==> src/rtl/pixel_sensor_control.sv <==
// Frame sequencer for the pixel array: ERASE, EXPOSE, RAMP/COUNTER, row READ.
// Optional macro PIXEL_COUNTER_GRAY_EN drives COUNTER as Gray code.
module pixel_sensor_control #(
    parameter int PIXEL_BITS         = 8,
    parameter int PIXEL_ARRAY_HEIGHT = 2,
    parameter int ERASE_CYCLES       = 5,
    parameter int EXPOSE_CYCLES      = 255,
    parameter int READ_CYCLES        = 1
) (
    input  logic                          CLK,
    input  logic                          RESET,
    input  logic                          START,
    input  logic                          CONTINUOUS,
    output logic                          ERASE,
    output logic                          EXPOSE,
    output logic                          RAMP,
    output logic [PIXEL_BITS-1:0]         COUNTER,
    output logic [PIXEL_ARRAY_HEIGHT-1:0] READ,
    output logic                          BUSY,
    output logic                          FRAME_DONE
);

    localparam int MAX_EX = (ERASE_CYCLES > EXPOSE_CYCLES) ? ERASE_CYCLES : EXPOSE_CYCLES;
    localparam int MAX_D  = (MAX_EX > READ_CYCLES) ? MAX_EX : READ_CYCLES;
    localparam int DW     = (MAX_D > 1) ? $clog2(MAX_D) : 1;
    localparam int RW     = (PIXEL_ARRAY_HEIGHT > 1) ? $clog2(PIXEL_ARRAY_HEIGHT) : 1;

    localparam logic [DW-1:0] ERASE_LOAD  = DW'(ERASE_CYCLES - 1);
    localparam logic [DW-1:0] EXPOSE_LOAD = DW'(EXPOSE_CYCLES - 1);
    localparam logic [DW-1:0] READ_LOAD   = DW'(READ_CYCLES - 1);
    localparam logic [RW-1:0] LAST_ROW    = RW'(PIXEL_ARRAY_HEIGHT - 1);
    localparam logic [PIXEL_BITS-1:0] BIN_MAX = '1;

    typedef enum logic [2:0] {
        S_IDLE,
        S_ERASE,
        S_EXPOSE,
        S_CONVERT,
        S_READ
    } state_t;

    state_t                  state, state_n;
    logic [DW-1:0]           dur, dur_n;
    logic [RW-1:0]           row, row_n;
    logic [PIXEL_BITS-1:0]   bin, bin_n;
    logic [PIXEL_BITS-1:0]   code_n;
    logic [PIXEL_ARRAY_HEIGHT-1:0] read_n;
    logic                    done_n;

    // State, duration counter, row index and conversion count registers
    always_ff @(posedge CLK) begin
        if (RESET) begin
            state <= S_IDLE;
            dur   <= '0;
            row   <= '0;
            bin   <= '0;
        end else begin
            state <= state_n;
            dur   <= dur_n;
            row   <= row_n;
            bin   <= bin_n;
        end
    end

    // Next-state logic; the duration counter is reloaded on each state entry
    always_comb begin
        state_n = state;
        dur_n   = (dur != '0) ? dur - DW'(1) : dur;
        row_n   = row;
        bin_n   = bin;
        unique case (state)
            S_IDLE: begin
                if (START) begin
                    state_n = S_ERASE;
                    dur_n   = ERASE_LOAD;
                    bin_n   = '0;
                end
            end
            S_ERASE: begin
                if (dur == '0) begin
                    state_n = S_EXPOSE;
                    dur_n   = EXPOSE_LOAD;
                end
            end
            S_EXPOSE: begin
                if (dur == '0) begin
                    state_n = S_CONVERT;
                    bin_n   = '0;
                end
            end
            S_CONVERT: begin
                if (bin == BIN_MAX) begin
                    state_n = S_READ;
                    row_n   = '0;
                    dur_n   = READ_LOAD;
                end else begin
                    bin_n = bin + PIXEL_BITS'(1);
                end
            end
            S_READ: begin
                if (dur == '0) begin
                    if (row == LAST_ROW) begin
                        bin_n = '0;
                        row_n = '0;
                        if (CONTINUOUS) begin
                            state_n = S_ERASE;
                            dur_n   = ERASE_LOAD;
                        end else begin
                            state_n = S_IDLE;
                        end
                    end else begin
                        row_n = row + RW'(1);
                        dur_n = READ_LOAD;
                    end
                end
            end
            default: state_n = S_IDLE;
        endcase
    end

    // Output decode from the next state so every output is a flop
    always_comb begin
        read_n = '0;
        if (state_n == S_READ) begin
            read_n = PIXEL_ARRAY_HEIGHT'(1) << row_n;
        end
        done_n = (state_n == S_READ) && (row_n == LAST_ROW) && (dur_n == '0);
`ifdef PIXEL_COUNTER_GRAY_EN
        code_n = bin_n ^ (bin_n >> 1);
`else
        code_n = bin_n;
`endif
    end

    // Registered pixel-array outputs
    always_ff @(posedge CLK) begin
        if (RESET) begin
            ERASE      <= 1'b0;
            EXPOSE     <= 1'b0;
            RAMP       <= 1'b0;
            COUNTER    <= '0;
            READ       <= '0;
            BUSY       <= 1'b0;
            FRAME_DONE <= 1'b0;
        end else begin
            ERASE      <= (state_n == S_ERASE);
            EXPOSE     <= (state_n == S_EXPOSE);
            RAMP       <= (state_n == S_CONVERT);
            COUNTER    <= code_n;
            READ       <= read_n;
            BUSY       <= (state_n != S_IDLE);
            FRAME_DONE <= done_n;
        end
    end

endmodule

==> config.mk <==
export PLATFORM = sky130hd
export DESIGN_NAME = pixel_sensor_control
export DESIGN_NICKNAME = d
export VERILOG_FILES = /design/src/rtl/pixel_sensor_control.sv
export SDC_FILE = /design/constraint.sdc
export NUM_CORES = 1
export LEC_CHECK = 0
export BUFFER_PORTS_ARGS = -buffer_cell sky130_fd_sc_hd__buf_2
export CORE_MARGIN = 8
export CORE_UTILIZATION = 48
export DETAILED_ROUTE_END_ITERATION = 12
export PLACE_DENSITY = 0.7
export SYNTH_ARGS = -nofsm -noshare
export SYNTH_HDL_FRONTEND = slang
export SYNTH_SLANG_ARGS = --single-unit
==> constraint.sdc <==
create_clock -name CLK -period 3.4 [get_ports CLK]
set_clock_uncertainty 0.2 [all_clocks]
set_input_delay 0.85 -clock CLK [delete_from_list [all_inputs] [get_ports CLK]]
set_output_delay 0.85 -clock CLK [all_outputs]
set_load 0.05 [all_outputs]
**Word level (Yosys, flattened, before mapping)**

Cells that the tools add are included.

- $add $sub $neg: 3
- Eq/ne operators: 14
- Shift operators: 1
- Mux-type cells: 26
- Bitwise operators: 1
- Reductions and logical operators: 10

Operators by type and width:

| cell | count |
|---|---|
| $mux W8 | 12 |
| $pmux W8 S4 | 2 |
| $mux W3 | 6 |
| $logic_not A8 Y1 | 2 |
| $pmux W3 S5 | 1 |
| $eq A3 B2 Y1 const B | 4 |
| $ne A2 B2 Y1 const B | 5 |
| $add A8 B1 Y8 const B | 1 |
| $eq A8 B8 Y1 const B | 1 |
| $reduce_bool A8 Y1 | 1 |
| $sub A8 B1 Y8 const B | 1 |
| $eq A3 B1 Y1 const B | 2 |
| $eq A3 B3 Y1 const B | 2 |
| $reduce_and A6 Y1 | 1 |
| $mux W1 | 4 |
| $reduce_bool A4 Y1 | 1 |
| $logic_not A3 Y1 | 1 |
| $reduce_bool A3 Y1 | 1 |
| $logic_and A1 B1 Y1 | 2 |
| $pmux W1 S2 | 1 |
| $reduce_or A2 Y1 | 1 |
| $shl A1 B1 Y2 const A | 1 |
| $add A1 B1 Y1 const B | 1 |
| $not A1 Y1 | 1 |

- Bits in registers: 27
- Input bits: 4
- Output and inout port bits: 15
- Word-level logic and storage cells: 65

**Depth between registers and ports, before layout**

- Depth after elaboration: 8
- Depth in mapped cells: 12

**Worst setup path after synthesis**

No wires, ideal clock.

- Kind: flip-flop to flip-flop
- Start point: register dur[0]
- End point: register FRAME_DONE
- Setup time: 61 ps
- Arrival: 2346 ps
- Required time: 3139 ps
- Setup slack: 792 ps
- Stages on the path, launching flop included: 12
- Period minus slack after synthesis: 2608 ps
- Path through: dfxtp_1 inv_1 ha_1 nor4b_4 and2_1 buf_6 inv_1 ha_1 inv_1 a31o_2 a221oi_1 and4_1

- Longest elaborated chain between the ends: 8
- Elaborated cells on any way between the ends: 21
- Those cells by class: add/sub (1); eq/ne (1); mux (14); reduce/logical (5)

RTL lines:

| item | line | text |
|---|---|---|
| start: declaration | 43 | `logic [DW-1:0] dur, dur_n;` |
| start signal: assignment | 59 | `dur <= dur_n;` |
| $sub A8 B1 Y8 or $reduce_bool A8 Y1 (tied branches) | 68 | `dur_n = (dur != '0) ? dur - DW'(1) : dur;` |
| $mux W8 | 68 |  |
| $mux W8 | 105 | `if (CONTINUOUS) begin` |
| $mux W8 | 102 | `if (row == LAST_ROW) begin` |
| $mux W8 | 101 | `if (dur == '0) begin` |
| $pmux W8 S4 | 71 | `unique case (state)` |
| $logic_not A8 Y1 | 127 | `done_n = (state_n == S_READ) && (row_n == LAST_ROW) && (dur_n == '0);` |
| $logic_and A1 B1 Y1 * | 127 |  |
| end signal: assignment | 152 | `FRAME_DONE <= done_n;` |
| end: declaration | 20 | `output logic FRAME_DONE` |

Mark *: on every way between the ends. The rest lies on a longest branch, timed or not.
A chain may end at the register's enable or synchronous reset.

**Worst setup path in the final report**

Ends and elaborated chain as after synthesis.

==> results.txt <==
* Delay contributed by the slowest stage of the critical path: 420 ps
- Clock slew seen by the registers of the worst setup and hold paths: around 160 ps
* Detail Placement HPWL: 2590 um
- Maximum number of pins on one net before global-route repair: 21
* Area of the mapped netlist: between 0.001 and 0.0015 mm^2
- CTS hold repair buffers: 0
* Worst-case clock buffer depth: 2
- TritonCTS built the clock tree.
* Power density of the placed cells: 898 mW/mm^2
- Quantity of gates resized following cts: 0
* Detailed-route wire length per cell: roughly 15 um
* Synth Area per Inst: 8.13 um^2
- The worst hold path begins at COUNTER[1].
- First drt pass iteration count: 4
* Number of nets produced by synthesis: 191
- The most numerous cell type found on the critical path is inv_1.
* Post-route setup TNS: 0 ps
* Count of unresolved DRC violations after routing: 0
* Final setup violating endpoints: 0
* Slowest cell on crit path: and2_1
- The detail route stage leaves a number of antenna-violating nets equal to 0.
- Initial core utilization: about 50%
- After layout, the worst setup slack is approximately 300 ps.
* Maximum clock rate: 323 MHz
- Instance count of the mapped netlist: 184
* I/O Pins: 19
- Result of the run: finished clean
* Most instantiated flip-flop cell in the synthesis netlist: dfxtp_1
* Top cells by count, synth: dfxtp_1, nor2_1, a21oi_1
- Timing analysis after detailed placement gives a worst setup slack of roughly 390 ps.
- Post-CTS setup buffers: 0
* Sequential share of the synthesized area: 36.1%
* Overall die width: 71.8 um
- Number of cells on the worst hold path: 2
* Area share of the largest cell type after synthesis: ~36%
- CP Data Arrival Time: 3170 ps
* Setup slack of the most critical reg-to-reg path: between 300 and 400 ps
- Measured in cells, the most critical reg-to-reg path has a length of 10.
- TritonCTS created 3 clock buffers.
- Counting flops with a built-in enable in the synthesized netlist gives 0.
* Share of power burned in the clock network: about a tenth
- The worst hold path terminates at COUNTER[1].
* Warnings from Yosys: 0
- Net switching power figure: roughly 0.68 mW
- Final min period: about 3100 ps
- At the pin with the least slew margin, the transition time is ~670 ps.
- Global-route wire length before repair: between 5000 and 6000 um
- Die outline area: around 0.0052 mm^2
- Once placement finished, the instance area stood at roughly 0.0016 mm^2.
* Total global routing overflow: 0
- The congestion estimate from routability-driven global placement came to 0.835.
- In this run the critical register-to-register path is launched from dur[0].
* Buffer cell driving the clock tree root: clkbuf_4
- In this run the tightest slew margin relative to its limit is a little over half.
- Wire length after detailed routing: between 3000 and 4000 um
- Endpoints failing hold: 0
- After detailed routing, the number of vias per cell comes to approximately 6.0.
- Critical path type: reg2reg
- The share of total power dissipated in sequential elements is 32.7%.
- In this run the critical register-to-register path is captured at FRAME_DONE.
- Final-report max-slew violation count: 0
* RSZ-0062 raised after global routing: no
- Worst min path class: reg2reg
* Internal power: 0.771 mW
- CTS Sinks: 27
- In this run the tool buffered the top-level ports with 18 buffer cells.
- Filler cell count in the final layout: around 300
* Worst EP required: about 3500 ps
- Walking the worst path, the cells encountered are inv_1 > ha_1 > nor4b_4 > and2_1 > inv_1 > ha_1 > inv_1 > a31o_2 > a221oi_1 > and4_1.
- Total number of vias: roughly 1400
- Fraction of power consumed by combinational cells: 57.2%
- Relative to the synthesized area, the layout overhead comes to 8.19%.
- Worst skew pair latency: 330 ps
- Number of nets in the final layout: 205
- Across the run, the number of max-cap violations was 0.
- The number of antenna violations at the first check in global routing came to 0.
* Number of global-route vias before repair: around 1300
* Final total power: approximately 1.5 mW
* Cell type contributing the most total cell area after synthesis: dfxtp_1
- Sorting the synthesized cells by area gives the leading types as dfxtp_1, nor2_1, a21oi_1, nor3_1, xnor2_1.
- Sw frac: 47.0%
- Diodes inserted: 0
- Die height: approximately 70 um
* Count of state elements after synthesis: 27
- Standard-cell rows: 20
- Worst setup EP type: register
* Final design instance area without fill: around 0.0016 mm^2
- Peak fanout along the critical path: 9
- Leakage component of the power: approximately 0.64 nW
* Element type at the critical path start: register
- In the global route stage, overall resource usage came out at between 10% and 20%.
* Core region area: 0.00300 mm^2
- In the finished design, the share of the clock period the worst path needs comes to ~91%.
- The post-route netlist has about 17% of its cells at a drive strength greater than 1.
- Cells fill about 54% of the core in the end.
* H-tree depth: 1
* Async S/R FF share, synth: 0%
- Yosys mapped the design onto between 40 and 50 distinct sky130hd cell types.
- VDD sags by at most 0.275 mV.
- Iteration-0 DRC Markers: about 100
[final cells by class]
type                       count  area (um^2)  share of cell area (%)
tap                           33         41.3                    2.55
timing repair buffer          19         97.6                    6.03
multi-input combinational    139          880                    54.3
clock buffer                   3         22.5                    1.39
clock inverter                 1         7.51                   0.464
inverter                       8         30.0                    1.85
sequential                    27          541                    33.4
[layout by cell type (no fill, tap or decap), types with 3 or more instances in the layout]
cell type	count
o22ai_1	4
inv_1	8
and2_1	3
ha_1	3
o21a_1	4
and4_1	3
xnor2_1	5
a211oi_1	4
dfxtp_1	27
buf_2	18
and3_1	3
o21ai_0	5
a311oi_1	4
clkbuf_4	3
nand3_1	6
nand2b_1	4
or2_2	4
nor2_1	27
a21oi_1	14
nor3_1	9
nand2_1	7
[stage by stage]
step / instances / hold WS [ps]
floorplan: 184 / 288
global placement: 226 / 299
detailed placement: 226 / 318
CTS: 230 / 346
global route: 230 / 378
finish: 230 / 345
[cell families after synthesis]
logic type,synth area share (%)
fa+ha+maj,2.51
flops,36.1
compound gates,21.9
xor+xnor,3.51
buf+inv,5.10
mux,2.09
simple gates,28.8
[registers in the layout, indices dropped and copies added, names as in the netlist]
register,flops
COUNTER,8
dur,8
state,3
READ,2
BUSY,1
ERASE,1
EXPOSE,1
FRAME_DONE,1
RAMP,1
row,1
[layer usage]
metal  global-route usage (%)  vias up  wire, um
met5                        0        -         0
met4                     4.31        0        48
met3                     2.79        8       182
met2                     23.0       46      1560
met1                     18.5      637      1700
li1                         -      697         -
[power by group through the flow]
stage | Clock (mW) | Combinational, mW | Sequential [mW]
6_report | 0.146 | 0.832 | 0.476
2_1_floorplan | 0 | 0.642 | 0.505
3_3_place_gp | 0 | 0.802 | 0.481
3_5_place_dp | 0 | 0.823 | 0.481
5_1_grt | 0.163 | 0.925 | 0.487
4_1_cts | 0.146 | 0.828 | 0.473
[worst max path at each step]
stage,start,slack (ps),depth (start not counted),to
floorplan,dur[0],790,11,FRAME_DONE
global placement,dur[0],390,10,FRAME_DONE
detailed placement,dur[0],390,10,FRAME_DONE
CTS,dur[0],320,10,FRAME_DONE
global route,dur[0],100,11,FRAME_DONE
finish,dur[0],300,10,FRAME_DONE
[critical path: cells and delay by family (launching register included)]
kind / cells / cell delay (ps)
flops: 1 / 370
fa+ha+maj: 2 / 620
simple gates: 3 / 900
buf+inv: 3 / 400
compound gates: 2 / 560
(Power assumes the default switching activity.)
